[src/rtl/stage_pass_eval_if.sv]
// Handshake and ROM bundle for the cascade stage pass evaluator.
// master = evaluator side, slave = pipeline / ROM / collector side.
interface stage_pass_eval_if #(
   parameter int W_DATA = 13,
   parameter int W_ADDR = 12
);
   logic              start;
   logic              busy;
   logic              vote_valid;
   logic              vote_ready;
   logic [W_DATA-1:0] vote_data;
   logic              vote_last;
   logic              rom_en;
   logic [W_ADDR-1:0] rom_addr;
   logic [W_DATA-1:0] rom_data;
   logic              res_valid;
   logic              res_ready;
   logic              res_detect;
   logic [W_ADDR-1:0] res_stage;

   modport master (
      input  start,
      output busy,
      input  vote_valid,
      output vote_ready,
      input  vote_data,
      input  vote_last,
      output rom_en,
      output rom_addr,
      input  rom_data,
      output res_valid,
      input  res_ready,
      output res_detect,
      output res_stage
   );

   modport slave (
      output start,
      input  busy,
      output vote_valid,
      input  vote_ready,
      output vote_data,
      output vote_last,
      input  rom_en,
      input  rom_addr,
      output rom_data,
      input  res_valid,
      output res_ready,
      input  res_detect,
      input  res_stage
   );
endinterface

[src/rtl/stage_pass_eval.sv]
// Cascade stage vote accumulator and threshold compare.
// Optional THRESH_PREFETCH_EN: fetch threshold on ACCUM entry.
module stage_pass_eval #(
   parameter int W_DATA   = 13,
   parameter int W_ADDR   = 12,
   parameter int W_ACC    = 18,
   parameter int N_STAGES = 25
) (
   input logic clk,
   input logic rst,
   stage_pass_eval_if.master bus
);
   localparam logic [2:0] IDLE   = 3'd0;
   localparam logic [2:0] ACCUM  = 3'd1;
   localparam logic [2:0] FETCH  = 3'd2;
   localparam logic [2:0] CMP    = 3'd3;
   localparam logic [2:0] RESULT = 3'd4;

   localparam int EXT = W_ACC - W_DATA;

   localparam logic signed [W_ACC-1:0] ACC_MAX =
      {1'b0, {(W_ACC-1){1'b1}}};
   localparam logic signed [W_ACC-1:0] ACC_MIN =
      {1'b1, {(W_ACC-1){1'b0}}};
   localparam logic [W_ADDR-1:0] LAST =
      W_ADDR'(N_STAGES - 1);

   logic [2:0]              state;
   logic [2:0]              state_nx;
   logic signed [W_ACC-1:0] acc;
   logic signed [W_ACC-1:0] acc_sum;
   logic signed [W_ACC-1:0] vote_ext;
   logic signed [W_ACC-1:0] thr_ext;
   logic [W_ACC:0]          sum_wide;
   logic [W_ADDR-1:0]       stage;
   logic                    detect;
   logic                    vote_hs;
   logic                    pass;
   logic                    stage_last;
   logic [W_DATA-1:0]       thr_src;

`ifdef THRESH_PREFETCH_EN
   logic              first;
   logic              thr_load;
   logic [W_DATA-1:0] thr_reg;

   always_ff @(posedge clk) begin
      if (rst) begin
         first    <= 1'b0;
         thr_load <= 1'b0;
         thr_reg  <= '0;
      end else begin
         first    <= (state_nx == ACCUM) &&
                     (state != ACCUM);
         thr_load <= bus.rom_en;
         if (thr_load)
            thr_reg <= bus.rom_data;
      end
   end

   assign thr_src    = thr_reg;
   assign bus.vote_ready = (state == ACCUM) & ~first;
   assign bus.rom_en     = (state == ACCUM) & first;
`else
   assign thr_src    = bus.rom_data;
   assign bus.vote_ready = (state == ACCUM);
   assign bus.rom_en     = (state == FETCH);
`endif

   assign vote_hs    = bus.vote_valid & bus.vote_ready;
   assign stage_last = (stage == LAST);

   assign vote_ext =
      {{EXT{bus.vote_data[W_DATA-1]}}, bus.vote_data};
   assign thr_ext  =
      {{EXT{thr_src[W_DATA-1]}}, thr_src};

   // one guard bit exposes overflow for clamping
   assign sum_wide =
      {acc[W_ACC-1], acc} +
      {vote_ext[W_ACC-1], vote_ext};

   always_comb begin
      acc_sum = sum_wide[W_ACC-1:0];
      if (sum_wide[W_ACC] != sum_wide[W_ACC-1])
         acc_sum = sum_wide[W_ACC] ? ACC_MIN : ACC_MAX;
   end

   assign pass = (acc >= thr_ext);

   always_comb begin
      state_nx = state;
      unique case (state)
         IDLE:
            if (bus.start)
               state_nx = ACCUM;
         ACCUM:
            if (vote_hs && bus.vote_last)
`ifdef THRESH_PREFETCH_EN
               state_nx = CMP;
`else
               state_nx = FETCH;
`endif
         FETCH:
            state_nx = CMP;
         CMP:
            if (pass && !stage_last)
               state_nx = ACCUM;
            else
               state_nx = RESULT;
         RESULT:
            if (bus.res_ready)
               state_nx = IDLE;
         default:
            state_nx = IDLE;
      endcase
   end

   always_ff @(posedge clk) begin
      if (rst) begin
         state  <= IDLE;
         acc    <= '0;
         stage  <= '0;
         detect <= 1'b0;
      end else begin
         state <= state_nx;
         unique case (state)
            IDLE:
               if (bus.start) begin
                  acc    <= '0;
                  stage  <= '0;
                  detect <= 1'b0;
               end
            ACCUM:
               if (vote_hs)
                  acc <= acc_sum;
            CMP:
               if (pass && !stage_last) begin
                  stage <= stage + W_ADDR'(1);
                  acc   <= '0;
               end else begin
                  detect <= pass;
               end
            default: ;
         endcase
      end
   end

   assign bus.busy       = (state != IDLE);
   assign bus.res_valid  = (state == RESULT);
   assign bus.res_detect = (state == RESULT) & detect;
   assign bus.res_stage  = stage;
   assign bus.rom_addr   = stage;

endmodule

[src/flat_wrapper.sv]
// flat-port wrapper written by rule: the top's interface ports become plain ports
module stage_pass_eval_flat 
#(
   parameter int W_DATA   = 13,
   parameter int W_ADDR   = 12,
   parameter int W_ACC    = 18,
   parameter int N_STAGES = 25
)
  (clk, rst, bus_start, bus_busy, bus_vote_valid, bus_vote_ready, bus_vote_data, bus_vote_last, bus_rom_en, bus_rom_addr, bus_rom_data, bus_res_valid, bus_res_ready, bus_res_detect, bus_res_stage);
  stage_pass_eval_if #(.W_DATA(W_DATA), .W_ADDR(W_ADDR)) bus_i ();
  input logic clk;
  input logic rst;
  input wire logic [$bits(bus_i.start)-1:0] bus_start;
  output wire logic [$bits(bus_i.busy)-1:0] bus_busy;
  input wire logic [$bits(bus_i.vote_valid)-1:0] bus_vote_valid;
  output wire logic [$bits(bus_i.vote_ready)-1:0] bus_vote_ready;
  input wire logic [$bits(bus_i.vote_data)-1:0] bus_vote_data;
  input wire logic [$bits(bus_i.vote_last)-1:0] bus_vote_last;
  output wire logic [$bits(bus_i.rom_en)-1:0] bus_rom_en;
  output wire logic [$bits(bus_i.rom_addr)-1:0] bus_rom_addr;
  input wire logic [$bits(bus_i.rom_data)-1:0] bus_rom_data;
  output wire logic [$bits(bus_i.res_valid)-1:0] bus_res_valid;
  input wire logic [$bits(bus_i.res_ready)-1:0] bus_res_ready;
  output wire logic [$bits(bus_i.res_detect)-1:0] bus_res_detect;
  output wire logic [$bits(bus_i.res_stage)-1:0] bus_res_stage;
  assign bus_i.start = bus_start;
  assign bus_busy = bus_i.busy;
  assign bus_i.vote_valid = bus_vote_valid;
  assign bus_vote_ready = bus_i.vote_ready;
  assign bus_i.vote_data = bus_vote_data;
  assign bus_i.vote_last = bus_vote_last;
  assign bus_rom_en = bus_i.rom_en;
  assign bus_rom_addr = bus_i.rom_addr;
  assign bus_i.rom_data = bus_rom_data;
  assign bus_res_valid = bus_i.res_valid;
  assign bus_i.res_ready = bus_res_ready;
  assign bus_res_detect = bus_i.res_detect;
  assign bus_res_stage = bus_i.res_stage;
  stage_pass_eval #(.W_DATA(W_DATA), .W_ADDR(W_ADDR), .W_ACC(W_ACC), .N_STAGES(N_STAGES)) u_core (.clk(clk), .rst(rst), .bus(bus_i));
endmodule
[config.mk]
export PLATFORM = sky130hd
export DESIGN_NAME = stage_pass_eval_flat
export DESIGN_NICKNAME = d
export VERILOG_FILES = /design/src/rtl/stage_pass_eval_if.sv /design/src/rtl/stage_pass_eval.sv /design/src/flat_wrapper.sv
export SDC_FILE = /design/constraint.sdc
export NUM_CORES = 1
export LEC_CHECK = 0
export BUFFER_PORTS_ARGS = -buffer_cell sky130_fd_sc_hd__buf_2
export CELL_PAD_IN_SITES_DETAIL_PLACEMENT = 1
export CELL_PAD_IN_SITES_GLOBAL_PLACEMENT = 2
export CORE_UTILIZATION = 33
export CTS_BUF_LIST = sky130_fd_sc_hd__clkbuf_8
export CTS_CLUSTER_DIAMETER = 50
export DETAILED_ROUTE_END_ITERATION = 8
export GPL_ROUTABILITY_DRIVEN = 0
export PLACE_DENSITY_LB_ADDON = 0.1
export SYNTH_ARGS = -nofsm -noshare
export SYNTH_HDL_FRONTEND = slang
export SYNTH_SLANG_ARGS = --single-unit
[constraint.sdc]
create_clock -name clk -period 3.3 [get_ports clk]
set_clock_uncertainty 0.05 [all_clocks]
set_input_delay 0 -clock clk [delete_from_list [all_inputs] [get_ports clk]]
set_output_delay 0 -clock clk [all_outputs]
set_load 0.01 [all_outputs]
== Word level (Yosys, flattened, before mapping) ==
Index checks and enable logic that the tools add are counted.
Storage, ports and cells
  flip-flop bits (word level): 34
  bits of input ports: 32
  output and inout bits: 29
  logic and storage cells: 49
Operators by class
  add/sub/neg operators: 2
  $lt $le $gt $ge: 1
  eq/ne operators: 12
  multiplexer cells: 17
  bitwise operators: 2
  reduce and logical (&&, ||, !) cells: 11
Operator list (count)
  2-to-1 mux 18 bit: 5
  case mux 18 bit (3 select lines): 1
  2-to-1 mux 12 bit: 2
  case mux 12 bit (2 select lines): 1
  adder 18 x 13 -> 19 bit: 1
  >= comparator 18 x 13 -> 1 bit: 1
  case mux 3 bit (5 select lines): 1
  adder 12 x 1 -> 12 bit, second input constant: 1
  equality test 12 x 5 -> 1 bit, second input constant: 1
  2-to-1 mux 3 bit: 4
  AND reduction 3 bit: 3
  inequality test 2 bit, second input constant: 4
  equality test 3 x 2 -> 1 bit, second input constant: 2
  nonzero test 3 bit: 2
  inequality test 2 x 1 -> 1 bit, second input constant: 2
  AND reduction 4 bit: 1
  equality test 3 x 1 -> 1 bit, second input constant: 1
  equality test 3 bit, second input constant: 1
  logical NOT 3 bit: 1
  AND 1 bit: 2
  logical AND 1 bit: 2
  2-to-1 mux 1 bit: 2
  case mux 1 bit (2 select lines): 1
  nonzero test 2 bit: 1
  other kinds (2): 2

== Longest topological paths before layout ==
  depth after elaboration: 5
  depth in mapped cells: 11
  mapped depth without buffers: 9

== Worst setup path after synthesis ==
Ideal clock, no wire load.
  kind: reg-to-reg
  start point: register u_core.acc[0]
  end point: register u_core.acc[15]
  library setup time: 0.120 ns
  arrival: 2.353 ns
  required time: 3.130 ns
  slack: 0.776 ns
  stages on the path, launching flop included: 11
  buffers on the path: 1
  clock period less this slack: 2.524 ns
  cells stage by stage: dfxtp_1 -> ha_1 -> fa_1 -> a211oi_1 -> o21bai_1 -> a21o_1 -> a311oi_1 -> nand4b_1 -> o211ai_2 -> buf_2 -> o2bb2ai_1
Between the ends
  longest elaborated chain between the ends: 5
  elaborated cells on any way between the ends: 10
  classes of those cells: add/sub: 1; order compare: 1; eq/ne: 2; mux: 4; reduce/logical: 2
Ends and longest elaborated chain
  from (decl): line stage_pass_eval.sv:30  | logic signed [W_ACC-1:0] acc;
  from (signal assigned): line stage_pass_eval.sv:136  | acc <= acc_sum;
  adder 18 x 13 -> 19 bit: line stage_pass_eval.sv:80  | {acc[W_ACC-1], acc} +
  2-to-1 mux 18 bit / inequality test 1 bit (equally long branches): line stage_pass_eval.sv:86, stage_pass_eval.sv:85
  2-to-1 mux 18 bit: line stage_pass_eval.sv:85  | if (sum_wide[W_ACC] != sum_wide[W_ACC-1])
  2-to-1 mux 18 bit: line stage_pass_eval.sv:135  | if (vote_hs)
  case mux 18 bit (3 select lines): line stage_pass_eval.sv:127  | unique case (state)
Parallel ways exist; a longest one is shown, timed or not. The select of a mux whose other input is x is not followed.
A chain may end at the register's enable or synchronous reset.

== Worst setup path after layout ==
  start point: register u_core.acc[0]
  end point: register u_core.acc[16]
The elaborated chain is that of the path after synthesis.

==> key figures <==
Outcome
  – Run status: finished clean

Logic synthesis
  – Share of async-settable or async-resettable flops after synthesis: 0%
  – Most numerous cell types in the synthesized netlist: 38 x sky130_fd_sc_hd__ha_1, 34 x sky130_fd_sc_hd__dfxtp_1, 32 x sky130_fd_sc_hd__a21oi_1, 32 x sky130_fd_sc_hd__nor2_1, 29 x sky130_fd_sc_hd__inv_1
  – Synth warn: 0
  – Post-synth EDFFs: 0
  – Synth top area cells: sky130_fd_sc_hd__dfxtp_1 22%, sky130_fd_sc_hd__ha_1 15%, sky130_fd_sc_hd__a21oi_1 5.2%
  – Post-synth design cell area: 3100 sq um
  – Syn_area_per_cell: roughly 8.0 sq um
  – #FFs+latches synth: 34
  – Primary FF master, synth: sky130_fd_sc_hd__dfxtp_1
  – Dominant cell by count in the synthesized netlist: sky130_fd_sc_hd__ha_1
  – Share of the synthesized area in the top cell type: 22.0%
  – Post-synth cell types: slightly below 60
  – Part of the Yosys area used for sequential elements: between 20% and 30%
  – Nets in the synthesized netlist: 460
  – Post-synthesis instance total: 389
  – Largest area contributor in the synthesized netlist: sky130_fd_sc_hd__dfxtp_1

Detailed routing
  – Vias per Instance: roughly 5.5
  – Number of nets with antenna violations after detailed routing: 0
  – Iteration count of the initial detailed-routing pass: 4
  – Number of design-rule violations left by the first detailed-router iteration: 96
  – Sum of routed wire length over all layers: roughly 9 mm
  – Via count: 3009
  – Number of DRC violations after detailed routing: 0
  – Routed length per placed instance: around 17 microns

STA
  – Post-route fraction of the period consumed by the critical path: between 80 and 90%
  – Tightest Pin Transition: approximately 0.91 ns
  – Max-slew violations: 0
  – Aggregate negative setup slack: 0 ns
  – Post-layout minimum cycle time: between 2 and 3 ns
  – Final hold vios: 0
  – RSZ-0062 raised after global routing: false
  – Highest achievable clock rate: around 0.35 GHz
  – Rel. slew slack: about two fifths
  – Worst hold margin: ~0.030 ns
  – Worst path setup slack after routing: roughly 0.41 ns
  – Final setup vio count: 0

Run
  – Number of maximum-capacitance violations: 0

Clock network
  – Number of clock sinks: 34
  – Clk Tree Root Cell: sky130_fd_sc_hd__clkbuf_8
  – Number of buffers on the longest clock path: 2
  – Level count of the clock H-tree: 2
  – Source-to-sink clock delay at the later pin of the worst-skew pair: ~0.29 ns
  – Number of CTS-inserted buffers: 5
  – Clock tree from TritonCTS: done
  – Clk slew on worst S/H paths: about 0.070 ns

Layout
  – Share of layout cells above drive strength 1: a little under a fifth
  – Post-route standard cell area excluding fillers: 3520 sq um
  – Register area: a little under 700 sq um
  – Multi-input logic area: roughly 2200 sq um
  – Layout Cells excl Fill: ~550
  – Core utilization of the finished layout: 39.6%
  – Count of inserted antenna diode cells: 0
  – Fillers: 1132
  – Synth-to-layout area growth: 13.6%
  – # nets final: approximately 510

Worst setup path
  – Top fanout value on the critical path: 13
  – Timing startpoint of the critical path: u_core.acc[0]$_SDFFE_PP0P_
  – Length in cells of the worst reg-to-reg path: 10
  – Reg2reg end: u_core.acc[16]$_SDFFE_PP0P_
  – Register-to-register path setup slack: between 0.4 and 0.5 ns
  – CP endpoint kind: flop
  – Data required time at the worst endpoint: ~3.4 ns
  – Critical path startpoint category: flop
  – Startpoint of the most critical register-to-register path: u_core.acc[0]$_SDFFE_PP0P_
  – Type of the setup path with the least slack: reg -> reg
  – Capturing element of the worst setup path: u_core.acc[16]$_SDFFE_PP0P_
  – Critical path arrival: about 3.0 ns

Die
  – Placement row count: 34
  – Initial standard-cell utilization of the core: a little over a third
  – Chip Height: just under 100 microns
  – I/O pin cnt: 61
  – Core region area: approximately 8900 sq um
  – DIE AREA: around 9800 sq um
  – Width of the die: around 99 microns

Global routing
  – Combined global-route utilization of all metal layers: 19.4%
  – Overflow after GRT: 0
  – Pin count of the biggest net entering global routing: 21
  – Initial antenna violation count: 0
  – Global-route wire length before repair: around 15 mm
  – Number of global-route vias before repair: 3078

Place
  – DP HPWL: between 6 and 7 mm
  – Count of buffers inserted at the top-level ports: 60
  – Post-Place Cell Area: about 3400 sq um
  – Cell count after placement: ~540
  – Pre-CTS WS: ~0.48 ns

Pwr
  – Leakage dissipation: ~1.6 nW
  – Power Total: between 1 and 1.5 mW
  – Areal power density over the cells: around 360 nW/um^2
  – Peak supply drop: 0.165 mV

Worst hold path
  – Min-Delay Startpoint: bus_start
  – Kind of path behind the tightest hold check: in -> reg
[where the power goes]
part,switching [mW],internal [mW]
clock,0.162,0.242
combinational,0.241,0.163
sequential,0.0246,0.429
[layer usage]
| layer | part of all wire (%) | wire length [microns] | track usage, % | vias up |
|---|---|---|---|---|
| met5 | 0 | 0 | 0 | - |
| met4 | 0.91 | 82 | 4.48 | 0 |
| met3 | 2.1 | 192 | 2.20 | 6 |
| met2 | 43 | 3890 | 30.3 | 42 |
| met1 | 54 | 4840 | 28.2 | 1414 |
| li1 | - | - | - | 1547 |
[cell usage in the layout (no fill, tap or decap), types with 8 or more instances in the layout]
| cell type | count |
|---|---|
| sky130_fd_sc_hd__nor4_1 | 8 |
| sky130_fd_sc_hd__nor2_1 | 32 |
| sky130_fd_sc_hd__nor3_1 | 15 |
| sky130_fd_sc_hd__inv_1 | 29 |
| sky130_fd_sc_hd__ha_1 | 38 |
| sky130_fd_sc_hd__buf_2 | 60 |
| sky130_fd_sc_hd__dfxtp_1 | 34 |
| sky130_fd_sc_hd__a21oi_1 | 32 |
| sky130_fd_sc_hd__o2bb2ai_1 | 17 |
| sky130_fd_sc_hd__o21ai_0 | 23 |
| sky130_fd_sc_hd__and3_1 | 11 |
| sky130_fd_sc_hd__nand2_1 | 24 |
[sequential cells by signal (all words and copies together), names as in the netlist]
name,cells
u_core.bus.res_stage,12
u_core.acc,18
u_core.detect,1
u_core.state,3
[what timing repair did]
| item | in CTS | in global routing |
|---|---|---|
| hold endpoints to repair | 1 | 0 |
| gates resized for setup | 0 | 0 |
| hold buffers | 1 | 0 |
| buffers inserted | 0 | 0 |
[worst max-delay path: stages (launching register included)]
cell and delay [ns]:
sky130_fd_sc_hd__dfxtp_1 0.34, sky130_fd_sc_hd__ha_1 0.22, sky130_fd_sc_hd__fa_1 0.43, sky130_fd_sc_hd__a211oi_1 0.24, sky130_fd_sc_hd__o21bai_1 0.15, sky130_fd_sc_hd__a21o_1 0.23
sky130_fd_sc_hd__a31oi_1 0.28, sky130_fd_sc_hd__xnor2_2 0.14, sky130_fd_sc_hd__buf_4 0.22, sky130_fd_sc_hd__nor4_1 0.34, sky130_fd_sc_hd__o2bb2ai_1 0.10
[worst min path at each step]
stage / slack, ns / to / depth (start not counted)
after global routing: 0.08 / u_core.state[0]$_SDFFE_PP0P_ / 3
after floorplan: 0.19 / u_core.state[0]$_SDFFE_PP0P_ / 2
final: 0.03 / u_core.state[0]$_SDFFE_PP0P_ / 3
after CTS: 0.03 / u_core.state[0]$_SDFFE_PP0P_ / 3
after global placement: 0.30 / u_core.state[2]$_SDFFE_PP0P_ / 3
after detailed placement: 0.30 / u_core.state[2]$_SDFFE_PP0P_ / 3
[cell families after synthesis]
logic type / count (synthesis) / synth area share, %
buffers and inverters: 51 / 8.44
AND/OR/NAND/NOR: 122 / 20.2
XOR/XNOR: 12 / 3.63
multiplexers: 3 / 1.01
adder cells (fa/ha/maj): 39 / 16.0
flip-flops: 34 / 22.0
AO/OA/AOI/OAI: 128 / 28.8
[layout make-up]
type | instances | area share, %
clock inverters | 1 | 0.853
inverters | 29 | 3.09
clock buffers | 6 | 2.35
flip-flops and latches | 34 | 19.3
well taps | 108 | 3.84
multi-input cells | 304 | 61.3
repair buffers | 63 | 9.25
Note: power is estimated with default switching activity, not from simulation.
